===== src/rtl/gbseq_pkg.sv =====
// Shared types and LFSR tap constants for gb_instr_sequencer.
// The LFSR mode itself is only built when GBSEQ_LFSR_EN is defined.
package gbseq_pkg;

  typedef enum logic [1:0] {
    MODE_SWEEP = 2'd0,
    MODE_FIXED = 2'd1,
    MODE_LFSR  = 2'd2,
    MODE_RSVD  = 2'd3
  } mode_e;

  typedef enum logic [1:0] {
    IDLE  = 2'd0,
    ISSUE = 2'd1,
    GAP   = 2'd2,
    DONE  = 2'd3
  } state_e;

  localparam logic [7:0]  TAPS_8  = 8'hB8;
  localparam logic [15:0] TAPS_16 = 16'hB400;

  // Widths other than 16 fall back to the 8-bit polynomial.
  function automatic logic [15:0] taps_for_width(input int width);
    if (width == 16) return TAPS_16;
    return {8'h00, TAPS_8};
  endfunction

endpackage


===== src/rtl/gbseq_lfsr.sv =====
// Galois right-shift LFSR used for the pseudo-random opcode mode.
// Instantiated by gb_instr_sequencer only when GBSEQ_LFSR_EN is defined.
module gbseq_lfsr
  import gbseq_pkg::*;
#(
  parameter int W = 8
) (
  input  logic         clock,
  input  logic         reset,
  input  logic         load,
  input  logic [W-1:0] seed,
  input  logic         advance,
  output logic [W-1:0] value
);

  localparam logic [W-1:0] TAPS = W'(taps_for_width(W));

  // An all-zero state would lock up, so a zero seed is replaced by 1.
  always_ff @(posedge clock or negedge reset) begin
    if (!reset) begin
      value <= W'(1);
    end else if (load) begin
      value <= (seed == '0) ? W'(1) : seed;
    end else if (advance) begin
      value <= (value >> 1) ^ (value[0] ? TAPS : '0);
    end
  end

endmodule


===== src/rtl/gb_instr_sequencer.sv =====
// Burst instruction sequencer: sweep, fixed or LFSR opcodes with valid/ready
// handshake and a programmable gap. Define GBSEQ_LFSR_EN to build the LFSR mode.
module gb_instr_sequencer
  import gbseq_pkg::*;
#(
  parameter int INSTR_W = 8,
  parameter int CNT_W   = 16,
  parameter int GAP_W   = 4
) (
  input  logic               clock,
  input  logic               reset,
  input  logic               start,
  input  logic               abort,
  input  logic [1:0]         mode,
  input  logic [INSTR_W-1:0] start_value,
  input  logic [CNT_W-1:0]   count,
  input  logic [GAP_W-1:0]   gap,
  input  logic               ready,
  output logic [INSTR_W-1:0] instruction,
  output logic               valid,
  output logic               busy,
  output logic               done,
  output logic [CNT_W-1:0]   issued
);

`ifdef GBSEQ_LFSR_EN
  localparam bit LFSR_EN = 1'b1;
`else
  localparam bit LFSR_EN = 1'b0;
`endif

  localparam logic [1:0] S_IDLE  = IDLE;
  localparam logic [1:0] S_ISSUE = ISSUE;
  localparam logic [1:0] S_GAP   = GAP;
  localparam logic [1:0] S_DONE  = DONE;

  logic [1:0]         state;
  logic [INSTR_W-1:0] instr_q;
  logic [CNT_W-1:0]   count_q;
  logic [GAP_W-1:0]   gap_q;
  logic [GAP_W-1:0]   gap_cnt;
  mode_e              mode_q;
  mode_e              mode_sel;
  logic               last;

  // Reserved mode acts as fixed; LFSR folds into sweep when not built.
  always_comb begin
    mode_sel = MODE_FIXED;
    case (mode)
      MODE_SWEEP: mode_sel = MODE_SWEEP;
      MODE_LFSR:  mode_sel = LFSR_EN ? MODE_LFSR : MODE_SWEEP;
      default:    mode_sel = MODE_FIXED;
    endcase
  end

  assign last  = (issued + CNT_W'(1)) == count_q;
  assign valid = (state == S_ISSUE);
  assign busy  = (state == S_ISSUE) || (state == S_GAP);
  assign done  = (state == S_DONE);

  // Abort overrides everything and leaves issued untouched.
  always_ff @(posedge clock or negedge reset) begin
    if (!reset) begin
      state   <= S_IDLE;
      instr_q <= '0;
      count_q <= '0;
      gap_q   <= '0;
      gap_cnt <= '0;
      mode_q  <= MODE_SWEEP;
      issued  <= '0;
    end else if (abort) begin
      state <= S_IDLE;
    end else begin
      case (state)
        S_IDLE, S_DONE: begin
          if (start) begin
            mode_q  <= mode_sel;
            instr_q <= start_value;
            count_q <= count;
            gap_q   <= gap;
            issued  <= '0;
            state   <= (count == '0) ? S_DONE : S_ISSUE;
          end else begin
            state <= S_IDLE;
          end
        end
        S_ISSUE: begin
          if (ready) begin
            issued <= issued + CNT_W'(1);
            if (last) begin
              state <= S_DONE;
            end else begin
              if (mode_q == MODE_SWEEP) instr_q <= instr_q + INSTR_W'(1);
              if (gap_q != '0) begin
                state   <= S_GAP;
                gap_cnt <= gap_q;
              end
            end
          end
        end
        S_GAP: begin
          if (gap_cnt == GAP_W'(1)) state <= S_ISSUE;
          else gap_cnt <= gap_cnt - GAP_W'(1);
        end
        default: state <= S_IDLE;
      endcase
    end
  end

`ifdef GBSEQ_LFSR_EN
  logic [INSTR_W-1:0] lfsr_value;
  logic               lfsr_load;
  logic               lfsr_advance;

  assign lfsr_load    = start && !abort && (state == S_IDLE || state == S_DONE)
                        && (mode_sel == MODE_LFSR);
  assign lfsr_advance = valid && ready && !abort && (mode_q == MODE_LFSR);

  gbseq_lfsr #(.W(INSTR_W)) u_lfsr (
    .clock   (clock),
    .reset   (reset),
    .load    (lfsr_load),
    .seed    (start_value),
    .advance (lfsr_advance),
    .value   (lfsr_value)
  );

  assign instruction = (mode_q == MODE_LFSR) ? lfsr_value : instr_q;
`else
  assign instruction = instr_q;
`endif

endmodule


===== config.mk =====
export PLATFORM = sky130hd
export DESIGN_NAME = gb_instr_sequencer
export DESIGN_NICKNAME = d
export VERILOG_FILES = /design/src/rtl/gbseq_pkg.sv /design/src/rtl/gbseq_lfsr.sv /design/src/rtl/gb_instr_sequencer.sv
export SDC_FILE = /design/constraint.sdc
export NUM_CORES = 1
export LEC_CHECK = 0
export ABC_AREA = 0
export CAP_MARGIN = 5
export CORE_MARGIN = 5
export CORE_UTILIZATION = 47
export CTS_CLUSTER_SIZE = 30
export DETAILED_ROUTE_END_ITERATION = 16
export PLACE_DENSITY = 0.84
export SLEW_MARGIN = 15
export SYNTH_ARGS = -nofsm -noshare
export SYNTH_HDL_FRONTEND = slang
export SYNTH_SLANG_ARGS = --single-unit
export TNS_END_PERCENT = 1

===== constraint.sdc =====
create_clock -name clock -period 2.34 [get_ports clock]
set_input_delay 0.468 -clock clock [delete_from_list [all_inputs] [get_ports clock]]
set_output_delay 0.468 -clock clock [all_outputs]
set_load 0.02 [all_outputs]

; ---- Word-level counts from Yosys, hierarchy flattened
; Cells that the tools add are included.
; Widths: inputs -> output; s select.
[word_totals]
ff_bits = 52
inputBits = 35
output_inout_bits = 27
[op_classes]
add_sub_neg = 3
n_eq_ne = 15
mux = 22
n_bitwise = 1
reduce_logical = 15
[ops]
columns = op, count
row1 = $mux 16, 2
row2 = $mux 8, 4
row3 = $pmux 16 s2, 1
row4 = $add 16x1->16 const B, 1
row5 = $eq 16x16->1, 1
row6 = $logic_not 16->1, 1
row7 = $mux 4, 4
row8 = $pmux 8 s2, 1
row9 = $mux 2, 7
row10 = $reduce_and 6->1, 2
row11 = $add 8x1->8 const B, 1
row12 = $ne 2x2->1 const B, 4
row13 = $pmux 4 s2, 1
row14 = $eq 2x2->1 const B, 3
row15 = $logic_not 2->1, 3
row16 = $pmux 2 s3, 1
row17 = $reduce_and 3->1, 2
row18 = $eq 4x1->1 const B, 1
row19 = $ne 2x1->1 const B, 2
row20 = $ne 4x2->1 const B, 1
row21 = $reduce_and 4->1, 1
row22 = $reduce_bool 2->1, 2
row23 = $reduce_bool 4->1, 1
row24 = $reduce_or 2->1, 2
row25 = other kinds (7), 7

; ---- Logic depth before layout (Yosys ltp)
[logic_depth]
ltp_word = 6
mapped_depth = 10
depth_no_buf = 10

; ---- Least setup slack after synthesis
; Ideal clock, no wire load.
[synth_timing]
path_kind = register to register
start = reg issued[0]
end = reg gap_cnt[2]
setup_ns = 0.122
t_arrival_ns = 2.611
setup_slack_ns = -0.393
path_stages_with_launch = 10
n_path_buf = 0
synth_period_minus_slack_ns = 2.733
path_cell_list = dfrtp_1 ha_1 nand3_1 or2_2 xnor2_1 o2111ai_1 a2111oi_4 and4bb_2 a32oi_1 nand2_1
[synth_via]
elab_chain_len = 4
[synth_rtl]
columns = element, line_no
row1 = "start, declared", gb_instr_sequencer.sv:23  ; output logic [CNT_W-1:0] issued
row2 = "start signal, assigned", gb_instr_sequencer.sv:89  ; issued <= issued + CNT_W'(1);
row3 = $add 16x1->16, gb_instr_sequencer.sv:56  ; assign last = (issued + CNT_W'(1)) == count_q;
row4 = $eq 16x16->1, gb_instr_sequencer.sv:56
row5 = $ne 2x2->1 (no source line), --
row6 = $reduce_and 6->1 (no source line), --
row7 = "end signal, assigned", gb_instr_sequencer.sv:96  ; gap_cnt <= gap_q;
row8 = "end signal, assigned", gb_instr_sequencer.sv:103  ; else gap_cnt <= gap_cnt - GAP_W'(1);
row9 = "end, declared", gb_instr_sequencer.sv:41  ; logic [GAP_W-1:0] gap_cnt;
; No other way between the ends.
; A chain may end at the register's enable or synchronous reset.

; ---- Worst setup path in the final report
[layout_timing]
start = reg issued[1]
end = reg state[1]
[layout_via]
elab_chain_len = 6
word_cells_on_any_way = 8
[layout_rtl]
columns = element, line_no
row1 = $add 16x1->16 *, gb_instr_sequencer.sv:56
row2 = $eq 16x16->1 *, gb_instr_sequencer.sv:56
row3 = $mux 2, gb_instr_sequencer.sv:90  ; if (last) begin
row4 = $mux 2, gb_instr_sequencer.sv:88  ; if (ready) begin
row5 = $pmux 2 s3, gb_instr_sequencer.sv:74  ; case (state)
row6 = $mux 2, gb_instr_sequencer.sv:71  ; end else if (abort) begin
row7 = "end signal, assigned", gb_instr_sequencer.sv:82  ; state <= (count == '0) ? S_DONE : S_ISSUE;
row8 = "end, declared", gb_instr_sequencer.sv:37  ; logic [1:0] state;
; Every way passes the cells marked *; elsewhere a longest branch is shown, timed or not. The select of a mux whose other input is x is not followed.

==> results.ini <==
[sta]
min_period_ns=2.695
timing.fmax_mhz=371.1
setup_tns_ns=-3.387
fin_ws_ns=-0.3549
worstMarginPinSlew_ns=0.5591
skew_ns=0.006494
slew_headroom=0.6272
finalSetupViolations=14
hold_viol=0
rsz0062_at_grt=true
drv_slew=0
fin_crit_sh=1.152

[synth]
ys_top_cells_by_area=dfrtp_1 (40%), mux2_2 (8.1%), nand2_1 (4.0%)
syn-num-nets=374
synth_mux_area_frac=0.1002
ys_types=59
synth-edff-count=0
synth_compound_area_frac=0.1646
synth.avg_cell_area_sq_um=9.620
ys_async_sr_fraction=1.000
syn_area_sq_um=3184
yosysTopAreaCell=dfrtp_1
synth_top_family_by_area=simple AND/OR/NAND/NOR gates
ys_seq_area_frac=0.4008
yosys.area_share.simple=0.2063
synthAdderAreaFrac=0.03143
synth_cells=331
synth_top_area_frac=0.4008
ys_seq_elements=51
ys.flop_type=dfrtp_1
ys_warn_count=0
synth_xor_area_frac=0.05501

[status]
status=finished with violations
violations=setup timing

[setup_path]
crit_start=issued[1]
end_kind=flip-flop
reg2reg_from=issued[1]
worst-r2r-cell-count=12
cp_data_required_time_ns=2.55
cp_max_fo=6
start_kind=flip-flop
crit_type=reg -> reg
crit_arrival_ns=2.90

[clock_network]
cts_buffer_depth=2
clock_latency_ns=0.32
hold_buffers=0
cts_buffers=5
cts_root_buffer=clkbuf_8
clock_sinks=51
cts_tree=built
htreeDepth=2
cts.clk_slew.worst_paths_ns=0.10

[floorplanning]
die_w_um=92.31
start_util=0.4766
die_area_sq_um=8521
core_sq_um=6681
pin_count=62
die_y_um=92.31
num_rows=30

[place]
dp_hpwl_um=6761
gp_congestion=0.8438
dp.cells=514
portBuffers=60

[global_routing]
groute.usage.overall=0.2132
antenna_found_initial=0
grt_max_degree=31
grt_pass1_wl_um=14670
grt_pass1_vias=3093
grt_overflow=0

[layout]
final_cells=526
final_util=0.6912
n_fill_cell=466
antenna_cells=0
areaGrowthSynthToFinish_pct=45.03
layout.nets=488
drive_gt1_frac=0.3117

[routing]
route.detailed.drc=0
routed_wirelength_um=9893
firstDrtPassIters=5
ant_nets=0
drtIter0Drc=247
avgViaCountPerCell=6.030
vias=3172
avgRoutedWirePerCell_um=18.81

[worst_hold_path]
hp-class=in -> async

[pwr]
leakage_uw=0.001896
p_per_area_nw_per_um2=889.4
ir_worst_vdd_uv=496.7

[run]
maxCapViolCount=0

cell usage in the layout, fill, tap and decap left out, drive strengths merged, types with 3 or more instances in the layout:
cell / netlist / final
a211oi: 4 / 4
a21oi: 8 / 8
a311oi: 3 / 3
a31oi: 4 / 4
and2: 3 / 3
and3: 7 / 7
and4: 5 / 5
buf: 9 / 66
clkbuf: 9 / 6
clkdlybuf4s50: 0 / 57
dfrtp: 51 / 51
ha: 8 / 8
inv: 12 / 12
mux2: 23 / 23
mux2i: 6 / 6
nand2: 34 / 34
nand3: 10 / 10
nand4: 7 / 7
nor2: 23 / 23
nor3: 7 / 7
nor3b: 3 / 3
nor4: 7 / 7
o211ai: 3 / 3
o21ai: 19 / 19
o22ai: 3 / 3
o31ai: 12 / 12
or3: 5 / 5
xnor2: 14 / 14
xor2: 6 / 6
critical path: stages, from the launching register on:
cell	delay (ns)
dfrtp_2	0.45
and3_4	0.21
buf_6	0.13
buf_4	0.13
nor3_1	0.29
o21bai_4	0.21
o2111ai_4	0.19
a2111oi_4	0.23
buf_4	0.21
buf_4	0.11
o21a_1	0.11
nor2_1	0.06
mux2_2	0.26
area by class of cell:
cell class	count	area, sq um	area share
clock inverter	2	35.03	0.007586
multi-input combinational	250	1951	0.4224
inverter	12	45.04	0.009753
clock buffer	6	82.58	0.01788
sequential	51	1287	0.2788
timing repair buffer	125	1117	0.2419
tap	80	100.1	0.02167
report_power, final:
group / internal, uW / switching [uW]
registers: 1160 / 327
clock network: 346 / 308
logic: 967 / 999
total: 2470 / 1630
stage by stage:
step	setup WS [ns]	total power (uW)	instance area, sq um	hold WS [ns]
detailed placement	-0.3608	3222	4310	0.4959
finish	-0.3549	4108	4618	0.1330
CTS	-0.2926	3916	4478	0.1576
global placement	-0.2995	3138	4310	0.4850
floorplan	-0.2320	2472	3232	0.1724
global route	-0.4385	4332	4618	0.1806
logic make-up after synthesis:
| family | Yosys count |
|---|---|
| compound gates | 73 |
| xor+xnor | 20 |
| fa+ha+maj | 8 |
| buf+inv | 30 |
| flops | 51 |
| mux | 29 |
| simple gates | 120 |
synth_stat cells, types with 2 or more instances:
library cell / number
o31ai_1: 11
clkbuf_1: 9
nand3_1: 9
nor4_1: 7
or4b_2: 2
a21oi_1: 8
xor2_1: 6
xnor2_1: 14
nor2_1: 22
inv_1: 12
nand2_1: 34
a211oi_1: 4
o211ai_1: 3
o2bb2ai_1: 2
o21bai_1: 2
mux2_2: 23
a22oi_1: 2
or3_1: 4
nand4_1: 7
ha_1: 8
mux2i_1: 6
and3_2: 3
a31oi_1: 4
nor3_1: 7
o2111ai_1: 2
buf_4: 2
a32oi_1: 2
a311oi_1: 3
o21ai_0: 19
and3_1: 3
and2_1: 2
buf_2: 4
o22ai_1: 3
and4_1: 4
buf_1: 2
dfrtp_1: 51
nor3b_1: 3
metal layers:
| metal | vias to the layer above | wire (um) | GRT usage | share of wire |
|---|---|---|---|---|
| met5 | - | 0 | 0 | 0 |
| met4 | 0 | 423 | 0.08540 | 0.043 |
| met3 | 35 | 667 | 0.02924 | 0.067 |
| met2 | 162 | 4814 | 0.3740 | 0.49 |
| met1 | 1525 | 3988 | 0.2633 | 0.40 |
| li1 | 1450 | - | - | - |
timing repair:
item	4_1_cts	5_1_grt
pin swaps	13	10
setup endpoints to repair	15	15
resized for setup	12	16
setup buffers	0	5
worst paths after layout:
path,to,slack [ns]
setup / recovery,state[1],-0.35
hold reg to reg,gap_cnt[3],0.54
setup reg to reg,state[1],-0.35
hold / removal,issued[4],0.13
max in group asynchronous,issued[6],1.65
min in group clock,gap_cnt[3],0.54
registers in the layout, indices dropped and copies added (netlist names):
name / cells
issued: 16
count_q: 16
gap_q: 4
state: 2
gap_cnt: 4
mode_q: 1
instruction: 8
Power figures use the tool's default switching activity.
